`src/rtl/fpall_pkg.sv`:
```
// -----------------------------------------------------------------------------
// fpall_pkg
// Shared types for the fpall FP datapath and its result collector.
//   opcode_t        : datapath operation (add / mul / sqrt)
//   fmt_t           : FP32, or FP16 mode (two BF16 lanes packed in 32 bits)
//   fpall_result_t  : one buffered result {data, tag, op, fmt[, nan]}
//   fpall_track_t   : one tracking-pipe stage {valid, tag, op, fmt}
// Optional feature macro: FPALL_COLLECT_NAN_FLAG_EN adds per-result NaN flags.
// -----------------------------------------------------------------------------
package fpall_pkg;

  // Deepest datapath the collector is meant to track.
  localparam int FPALL_MAX_LATENCY = 8;

  // Tag storage width inside the shared structs. The collector's TAG_W must
  // not exceed this; narrower tags are zero-extended on the way in.
  localparam int FPALL_MAX_TAG_W = 16;

  typedef enum logic [1:0] {
    OP_ADD  = 2'd0,
    OP_MUL  = 2'd1,
    OP_SQRT = 2'd2
  } opcode_t;

  typedef enum logic {
    FP32 = 1'b0,
    FP16 = 1'b1
  } fmt_t;

  typedef struct packed {
    logic [31:0]                data;
    logic [FPALL_MAX_TAG_W-1:0] tag;
    opcode_t                    op;
    fmt_t                       fmt;
`ifdef FPALL_COLLECT_NAN_FLAG_EN
    logic [1:0]                 nan;
`endif
  } fpall_result_t;

  typedef struct packed {
    logic                       valid;
    logic [FPALL_MAX_TAG_W-1:0] tag;
    opcode_t                    op;
    fmt_t                       fmt;
  } fpall_track_t;

`ifdef FPALL_COLLECT_NAN_FLAG_EN
  // NaN = all-ones exponent with a non-zero mantissa. In FP16 mode each
  // 16-bit half is a BF16 value (8-bit exponent, 7-bit mantissa).
  function automatic logic [1:0] nan_flags(input logic [31:0] r, input fmt_t fmt);
    logic [1:0] f;
    f = 2'b00;
    if (fmt == FP32) begin
      f[0] = (r[30:23] == 8'hFF) && (r[22:0] != 23'd0);
    end else begin
      f[0] = (r[14:7]  == 8'hFF) && (r[6:0]   != 7'd0);
      f[1] = (r[30:23] == 8'hFF) && (r[22:16] != 7'd0);
    end
    return f;
  endfunction
`endif

endpackage

```
`src/rtl/fpall_result_fifo.sv`:
```
// -----------------------------------------------------------------------------
// fpall_result_fifo
// Small synchronous FIFO of result records with a show-ahead head.
// Parameters: T (record type), DEPTH (power of two, >= 2).
// Ports:
//   i_clk, i_rst  : clock, synchronous active-high reset
//   i_push/i_data : write one record
//   i_pop         : consume the head (ignored when empty)
//   o_valid       : head present
//   o_data        : head record; all-zero when empty
// Push and pop may coincide even when full. A push into a full FIFO without
// a pop is never produced by the collector's credit scheme and is asserted.
// -----------------------------------------------------------------------------
module fpall_result_fifo
  import fpall_pkg::*;
#(
  parameter type T     = fpall_result_t,
  parameter int  DEPTH = 4
) (
  input  logic i_clk,
  input  logic i_rst,
  input  logic i_push,
  input  T     i_data,
  input  logic i_pop,
  output logic o_valid,
  output T     o_data
);

  localparam int PTR_W = $clog2(DEPTH);
  localparam int CNT_W = $clog2(DEPTH + 1);

  T                 mem [DEPTH];
  logic [PTR_W-1:0] wr_ptr;
  logic [PTR_W-1:0] rd_ptr;
  logic [CNT_W-1:0] count;
  logic             empty;
  logic             full;
  logic             do_push;
  logic             do_pop;

  assign empty   = (count == '0);
  assign full    = (count == CNT_W'(DEPTH));
  assign do_pop  = i_pop && !empty;
  // A pop in the same cycle makes room, so a full FIFO still accepts a push.
  assign do_push = i_push && (!full || do_pop);

  // NOTE: the storage array is deliberately not reset; the count/pointers
  // define which entries are meaningful, and o_data is masked when empty.
  always_ff @(posedge i_clk) begin
    if (do_push) begin
      mem[wr_ptr] <= i_data;
    end
  end

  // NOTE: sequential state uses non-blocking assignments so every register
  // samples the pre-edge values regardless of statement order.
  always_ff @(posedge i_clk) begin
    if (i_rst) begin
      wr_ptr <= '0;
      rd_ptr <= '0;
      count  <= '0;
    end else begin
      // Power-of-two depth: the pointers wrap by plain overflow.
      if (do_push) wr_ptr <= wr_ptr + PTR_W'(1);
      if (do_pop)  rd_ptr <= rd_ptr + PTR_W'(1);
      case ({do_push, do_pop})
        2'b10:   count <= count + CNT_W'(1);
        2'b01:   count <= count - CNT_W'(1);
        default: count <= count;
      endcase
    end
  end

  assign o_valid = !empty;
  // Zero when empty gives the required idle/reset values on the outputs and
  // keeps stale storage contents from showing.
  assign o_data  = empty ? '0 : mem[rd_ptr];

  a_no_overflow : assert property (@(posedge i_clk) disable iff (i_rst)
    !(i_push && full && !i_pop));

endmodule

```
`src/rtl/fpall_result_collector.sv`:
```
// -----------------------------------------------------------------------------
// fpall_result_collector
// Result-side companion to fpall_shared. Tracks each issued operation through
// a LATENCY-deep shadow pipe, captures the datapath R output when the shadow
// reaches its last stage, and buffers {data, tag, op, fmt} in a FIFO presented
// on a valid/ready interface. Issue is credit-gated so the FIFO cannot
// overflow and the datapath never needs to stall.
// Parameters: LATENCY (1..FPALL_MAX_LATENCY), FIFO_DEPTH (power of two, >=2),
//             TAG_W (<= FPALL_MAX_TAG_W).
// Ports:
//   i_clk, i_rst                    : clock, synchronous active-high reset
//   i_issue_valid / o_issue_ready   : issue handshake (ready = credit left)
//   i_issue_tag/op/fmt              : issue attributes returned with result
//   i_dp_r                          : fpall_shared R output
//   o_res_valid / i_res_ready       : result handshake
//   o_res_data/tag/op/fmt           : head result
//   o_inflight                      : ops in flight plus FIFO occupancy
//   o_res_nan (optional)            : NaN flags of the head result
// Optional feature macro: FPALL_COLLECT_NAN_FLAG_EN.
// -----------------------------------------------------------------------------
module fpall_result_collector
  import fpall_pkg::*;
#(
  parameter int LATENCY    = 2,
  parameter int FIFO_DEPTH = 4,
  parameter int TAG_W      = 4
) (
  input  logic                            i_clk,
  input  logic                            i_rst,
  input  logic                            i_issue_valid,
  output logic                            o_issue_ready,
  input  logic [TAG_W-1:0]                i_issue_tag,
  input  opcode_t                         i_issue_op,
  input  fmt_t                            i_issue_fmt,
  input  logic [31:0]                     i_dp_r,
  output logic                            o_res_valid,
  input  logic                            i_res_ready,
  output logic [31:0]                     o_res_data,
  output logic [TAG_W-1:0]                o_res_tag,
  output opcode_t                         o_res_op,
  output fmt_t                            o_res_fmt,
  output logic [$clog2(FIFO_DEPTH+1)-1:0] o_inflight
`ifdef FPALL_COLLECT_NAN_FLAG_EN
  ,
  output logic [1:0]                      o_res_nan
`endif
);

  localparam int CNT_W = $clog2(FIFO_DEPTH + 1);

  logic          fire;
  logic          pop;
  fpall_track_t  track_in;
  fpall_track_t  pipe [LATENCY];
  fpall_track_t  last;
  fpall_result_t res_in;
  fpall_result_t res_out;
  logic [CNT_W-1:0] inflight;
  logic          unused_tag_bits;

  assign fire = i_issue_valid && o_issue_ready;
  assign pop  = o_res_valid && i_res_ready;

  // ---------------------------------------------------------------------------
  // Tracking pipe: shadows the datapath one stage per cycle, never stalls.
  // ---------------------------------------------------------------------------
  assign track_in = '{valid: fire,
                      tag:   FPALL_MAX_TAG_W'(i_issue_tag),
                      op:    i_issue_op,
                      fmt:   i_issue_fmt};

  always_ff @(posedge i_clk) begin
    if (i_rst) begin
      // Clearing the valids discards in-flight ops; their R values arriving
      // later are then ignored.
      for (int i = 0; i < LATENCY; i++) begin
        pipe[i] <= '0;
      end
    end else begin
      pipe[0] <= track_in;
      for (int i = 1; i < LATENCY; i++) begin
        pipe[i] <= pipe[i-1];
      end
    end
  end

  assign last = pipe[LATENCY-1];

  // ---------------------------------------------------------------------------
  // Capture: the last shadow stage lines up with the datapath R output.
  // ---------------------------------------------------------------------------
  // NOTE: combinational blocks assign a default to every output first, so no
  // path leaves a value unassigned and no latch is inferred.
  always_comb begin
    res_in      = '0;
    res_in.data = i_dp_r;
    res_in.tag  = last.tag;
    res_in.op   = last.op;
    res_in.fmt  = last.fmt;
`ifdef FPALL_COLLECT_NAN_FLAG_EN
    res_in.nan  = nan_flags(i_dp_r, last.fmt);
`endif
  end

  fpall_result_fifo #(
    .T     (fpall_result_t),
    .DEPTH (FIFO_DEPTH)
  ) u_fifo (
    .i_clk   (i_clk),
    .i_rst   (i_rst),
    .i_push  (last.valid),
    .i_data  (res_in),
    .i_pop   (pop),
    .o_valid (o_res_valid),
    .o_data  (res_out)
  );

  assign o_res_data = res_out.data;
  assign o_res_tag  = res_out.tag[TAG_W-1:0];
  assign o_res_op   = res_out.op;
  assign o_res_fmt  = res_out.fmt;
`ifdef FPALL_COLLECT_NAN_FLAG_EN
  assign o_res_nan  = res_out.nan;
`endif

  // Tag bits above TAG_W are always zero; fold them so they read as consumed.
  assign unused_tag_bits = ^res_out.tag;

  // ---------------------------------------------------------------------------
  // Credits: one per FIFO entry. A credit is taken at issue and returned only
  // when the result leaves the FIFO, so every tracked op has a slot waiting.
  // The counter is registered, so a pop frees its credit one cycle later.
  // ---------------------------------------------------------------------------
  always_ff @(posedge i_clk) begin
    if (i_rst) begin
      inflight <= '0;
    end else begin
      case ({fire, pop})
        2'b10:   inflight <= inflight + CNT_W'(1);
        2'b01:   inflight <= inflight - CNT_W'(1);
        default: inflight <= inflight;
      endcase
    end
  end

  assign o_inflight    = inflight;
  assign o_issue_ready = !i_rst && (inflight < CNT_W'(FIFO_DEPTH));

endmodule

```
`config.mk`:
```
export PLATFORM = sky130hd
export DESIGN_NAME = fpall_result_collector
export DESIGN_NICKNAME = d
export VERILOG_FILES = /design/src/rtl/fpall_pkg.sv /design/src/rtl/fpall_result_fifo.sv /design/src/rtl/fpall_result_collector.sv
export SDC_FILE = /design/constraint.sdc
export NUM_CORES = 1
export LEC_CHECK = 0
export CORE_AREA = 2 2 156 158
export CTS_CLUSTER_SIZE = 10
export DETAILED_ROUTE_END_ITERATION = 12
export DIE_AREA = 0 0 158 160
export PLACE_DENSITY_LB_ADDON = 0.3
export SLEW_MARGIN = 40
export SYNTH_ARGS = -nofsm -noshare
export SYNTH_HDL_FRONTEND = slang
export SYNTH_SLANG_ARGS = --single-unit
```
`constraint.sdc`:
```
create_clock -name i_clk -period 3.3 [get_ports i_clk]
set_input_delay 0.66 -clock i_clk [delete_from_list [all_inputs] [get_ports i_clk]]
set_output_delay 0.66 -clock i_clk [all_outputs]
set_load 0.02 [all_outputs]
```
# Word level (Yosys, flattened, before mapping)
# Memories as Yosys holds them, arrays and structs flattened. A register that Yosys moved wholly into a read port is not among the register bits.
# Cells that the tools add are included.
[word_totals]
register_bits = 10
ramBits = 244
input_bits = 43
out_inout_bits = 44
wordCells = 44
memories = 2
[op_classes]
n_addsub = 6
n_lt_le_gt_ge = 1
n_eq_ne = 5
n_mux = 12
n_bitwise = 2
reduce_logical = 12
[mem_list]
columns = ["memory", "words", "word_bits", "read_ports", "rd_ports_with_merged_regs", "wr", "line", "source"]
rows = [
  ["u_fifo.mem", 4, 51, 1, 1, 1, "fpall_result_fifo.sv:32", "T mem [DEPTH];"],
  ["pipe", 2, 20, 2, 0, 2, "fpall_result_collector.sv:54", "fpall_track_t pipe [LATENCY];"],
]
[op_table]
columns = ["operator", "n"]
rows = [
  ["51-bit two-way mux", 1],
  ["20-bit two-way mux", 2],
  ["3-bit case mux with 2 select lines", 2],
  ["3-bit by 1-bit adder with 3-bit output (second input constant)", 2],
  ["3-bit by 1-bit subtractor with 3-bit output (second input constant)", 2],
  ["1-bit logical AND", 5],
  ["1-bit two-way mux", 5],
  ["2-bit by 1-bit adder with 2-bit output (second input constant)", 2],
  ["2-bit by 1-bit equality test with 1-bit output (second input constant)", 2],
  ["2-bit equality test (second input constant)", 2],
  ["2-bit two-way mux", 2],
  ["2-bit nonzero test", 2],
  ["3-bit equality test (second input constant)", 1],
  ["1-bit zero test", 3],
  ["3-bit zero test", 1],
  ["3-bit less-than comparator (second input constant)", 1],
  ["1-bit bitwise OR", 2],
  ["1-bit logical OR", 1],
]

# Logic depth before layout (Yosys ltp)
[depth]
ltp_word = 8
mapped_depth = 10
mapped_depth_nobuf = 9

# Cells and area by module
# Synthesis repeated with hierarchy kept, for this count alone.
[unflattened]
cells_unflattened = 431
hier_area_um2 = 8804.7
[by_module_without_submodules]
columns = ["mod", "n_inst", "cells_per_inst", "area_each_um2", "seq_area_each_um2"]
rows = [
  ["fpall_result_fifo", 1, 377, 8204.1, 6306.0],
  ["fpall_result_collector", 1, 54, 600.6, 380.4],
]

# Worst setup path before layout
# OpenSTA, ideal clock, no wires.
[synth_path]
path_kind = "input-to-reg"
start = "in i_rst"
end = "reg inflight[2] (netlist: o_inflight[2])"
setup_time_ns = 0.071
t_arrival_ns = 2.445
setup_slack_ns = 0.784
path_stages = 10
cell_sequence = "clkbuf_1 -> nor2_1 -> and2_1 -> inv_1 -> ha_1 -> inv_1 -> fa_1 -> xor2_1 -> or3_1 -> a21oi_1"
[synth_via]
elab_chain_cells = 5
word_cells_on_any_way = 7
cone_classes = "eq/ne (2); mux (1); reduce/logical (4)"
[synth_lines]
columns = ["item", "line", "source"]
rows = [
  ["from (decl)", "fpall_result_collector.sv:29", "input logic i_rst,"],
  ["1-bit zero test *", "fpall_result_collector.sv:147", "assign o_issue_ready = !i_rst && (inflight < CNT_W'(FIFO_DEPTH));"],
  ["1-bit logical AND *", "fpall_result_collector.sv:147", ""],
  ["named net o_issue_ready", "fpall_result_collector.sv:31", "output logic o_issue_ready,"],
  ["1-bit logical AND *", "fpall_result_collector.sv:61", "assign fire = i_issue_valid && o_issue_ready;"],
  ["2-bit by 1-bit equality test with 1-bit output or 2-bit equality test (tied branches)", "fpall_result_collector.sv:138", "case ({fire, pop})"],
  ["3-bit case mux with 2 select lines or 2-bit nonzero test (tied branches)", "n/a", ""],
  ["to (signal assigned)", "fpall_result_collector.sv:139", "2'b10: inflight <= inflight + CNT_W'(1);"],
  ["to (signal assigned)", "fpall_result_collector.sv:140", "2'b01: inflight <= inflight - CNT_W'(1);"],
  ["to (signal assigned)", "fpall_result_collector.sv:141", "default: inflight <= inflight;"],
  ["to (decl)", "fpall_result_collector.sv:58", "logic [CNT_W-1:0] inflight;"],
]
# The timed path passes the listed nets; every way through them passes the cells marked *.
# A chain may end at the register's enable or synchronous reset.

==> flow_summary.toml <==
[pwr]
total_power_mw = 6.54
leakagePower_nw = 2.81
powerDensity_mw_per_mm2 = 737
ir_drop_uv = 344

[synthesis]
syn_nets = 404
avgSynthCellArea_um2 = 19.7
ys_types = 25
netlist_top_cells_area = "edfxtp_1 (67%), mux4_2 (13%), dfxtp_1 (8.1%), nor2b_1 (4.9%), ha_1 (1.1%)"
yosys.area.top_type = "edfxtp_1"
synth_top_area_share = 0.674
ys_warn_count = 0
netlist_instances = 353
synth_seq_cells = 184
syn_area_mm2 = 0.00695
ys_seq_area_frac = 0.755

[min_path]
hp-class = "reg2reg"
min_from = "pipe[0][3]"

[setup_path]
critPathMaxFanout = 16
critical_path.startpoint_type = "register"
timing.rr.start = "u_fifo.count[2]"
worst-setup-path-type = "reg2out"
cp.arrival_ns = 2.40
worstPathRequired_ns = 2.64
worst_setup_path_end_kind = "output pin"

[die]
core_mm2 = 0.0238
initial_utilization = 0.292
pin_count = 87
fp.dieH_um = 160
dieArea_mm2 = 0.0253
row_count = 57
die_w_um = 158

[sta]
setup_ws_ns = 0.236
period_needed_ns = 3.06
tns_ns = 0
finalClockSkew_ns = 0.00982
finalCritPeriodShare = 0.929
drv_slew = 0
clock.fmax_mhz = 326
slew-limit-headroom = 0.646
hold_violations = 0
rsz0062_at_grt = "no"
max_slew.worst_pin.slew_ns = 0.530
setup_violations = 0

[cts]
htreeDepth = 4
cts_setup_buffers = 0
path_clk_slew_ns = 0.07
ctsLongestPathBuffers = 2
clock_sinks = 184
root_buffer = "clkbuf_16"
cts_inserted_buffers = 17
clk_latency_ns = 0.42
cts_tree = "built"
postCtsHoldBufs = 0
ctsResizeCount = 0

[grt]
track_usage = 0.110
use_met2 = 0.184
grt_pass1_vias = 3714
grt_use_met1 = 0.134
grt_util_met3 = 0.0320
grt_max_degree = 43
grt_overflow = 0
grt_pass1_wl_mm = 20.6
busiest_layer = "met2"
antenna_found_initial = 0

[place]
place_hpwl_mm = 7.71
dp_cells = 760
io_buffers = 86
dp_slack_ns = 0.335
gp_congestion = 0.710

[layout]
stdcell_count = 792
syn2layout_area_growth_pct = 27.7
final_nets = 506
drive_above_1_share = 0.199
antennaDiodeCount = 0

[drt]
route.detailed.drc = 0
routed_via_density = 4.27
firstDrtPassIters = 4
num_vias = 3385
wire_per_inst_um = 16.5
drtAntennaViolNets = 0
drt_iter0_drc = 186
drt_wl_total_mm = 13.1

[outcome]
status = "complete, no violations"

[flow_run]
drv_cap = 0
placed cells by master, fill, tap and decap left out, types with 3 or more instances in the layout:
master           instances
edfxtp_1               156
clkdlybuf4s50_1         86
nor2b_1                 54
mux4_2                  39
dfxtp_1                 26
clkbuf_16               18
inv_1                   11
nor2_1                  11
buf_4                    9
ha_1                     6
xor2_1                   5
a21oi_1                  5
inv_8                    5
and2_2                   4
inv_6                    4
o21ai_0                  3
or3_1                    3
buf_12                   3
through the flow:
| stage | instance area [um^2] | utilization | hold WS, ns |
|---|---|---|---|
| finish | 8870 | 0.372 | 0.444 |
| global route | 8870 | 0.372 | 0.466 |
| CTS | 8870 | 0.372 | 0.444 |
| detailed placement | 8270 | 0.347 | 0.426 |
| global placement | 8270 | 0.347 | 0.419 |
| floorplan | 6950 | - | 0.414 |
cells by family (layout without fill, tap and decap cells):
logic type | count (synthesis) | count (layout) | synth area share
flip-flops | 184 | 184 | 0.755
buffers and inverters | 28 | 143 | 0.0187
AND/OR/NAND/NOR | 77 | 77 | 0.0648
multiplexers | 41 | 41 | 0.130
AO/OA/AOI/OAI | 10 | 10 | 0.00846
adder cells (fa/ha/maj) | 8 | 8 | 0.0166
XOR/XNOR | 5 | 5 | 0.00630
final timing paths:
| kind | endpoint | slack [ns] | depth (start not counted) |
|---|---|---|---|
| setup / recovery | o_res_data[3] | 0.24 | 4 |
| hold / removal | pipe[0][23] | 0.44 | 1 |
| setup reg to reg | u_fifo.count[2] | 0.88 | 9 |
| hold reg to reg | pipe[0][23] | 0.44 | 1 |
state kept, by name (all words and copies together), names as in the netlist, named ones only:
name           count
u_fifo.mem       156
pipe              16
o_inflight         3
u_fifo.count       3
u_fifo.rd_ptr      2
u_fifo.wr_ptr      2
power breakdown:
| group | internal (mW) | leakage [nW] | switching [mW] |
|---|---|---|---|
| combinational | 0.901 | 0.861 | 0.956 |
| sequential | 2.60 | 1.65 | 0.0525 |
| clock | 1.12 | 0.301 | 0.908 |
| total | 4.62 | 2.81 | 1.92 |
cell type report:
cell class / count / area (um^2)
inverters: 13 / 48.8
flip-flops and latches: 184 / 5250
repair buffers: 98 / 988
well taps: 324 / 405
clock inverters: 14 / 146
multi-input cells: 141 / 1580
clock buffers: 18 / 450
fillers: 2218 / 14900
cells in the mapped netlist (all sizes together):
cell type and n:
ha 6, fa 2, inv 13, mux2i 1, edfxtp 156, nand2b 2
xor2 5, mux4 39, clkbuf 9, nor3 1, o41a 1, nor2b 54
dfxtp 28, nand2 1, o21ai 3, buf 6, nor2 11, and2 5
o31ai 1, mux2 1, or3 3, a21oi 5
critical path: stages, from the launching register on:
cell and delay [ns]:
dfxtp_4 0.36, buf_4 0.33, mux4_2 0.54, nor2b_1 0.14
clkdlybuf4s50_1 0.61
routing by layer:
layer  share of wire  routed length [um]
met1            0.43                5650
met2            0.50                6610
met3           0.049                 647
met4           0.015                 194
met5               0                   0
(Power assumes the default switching activity.)
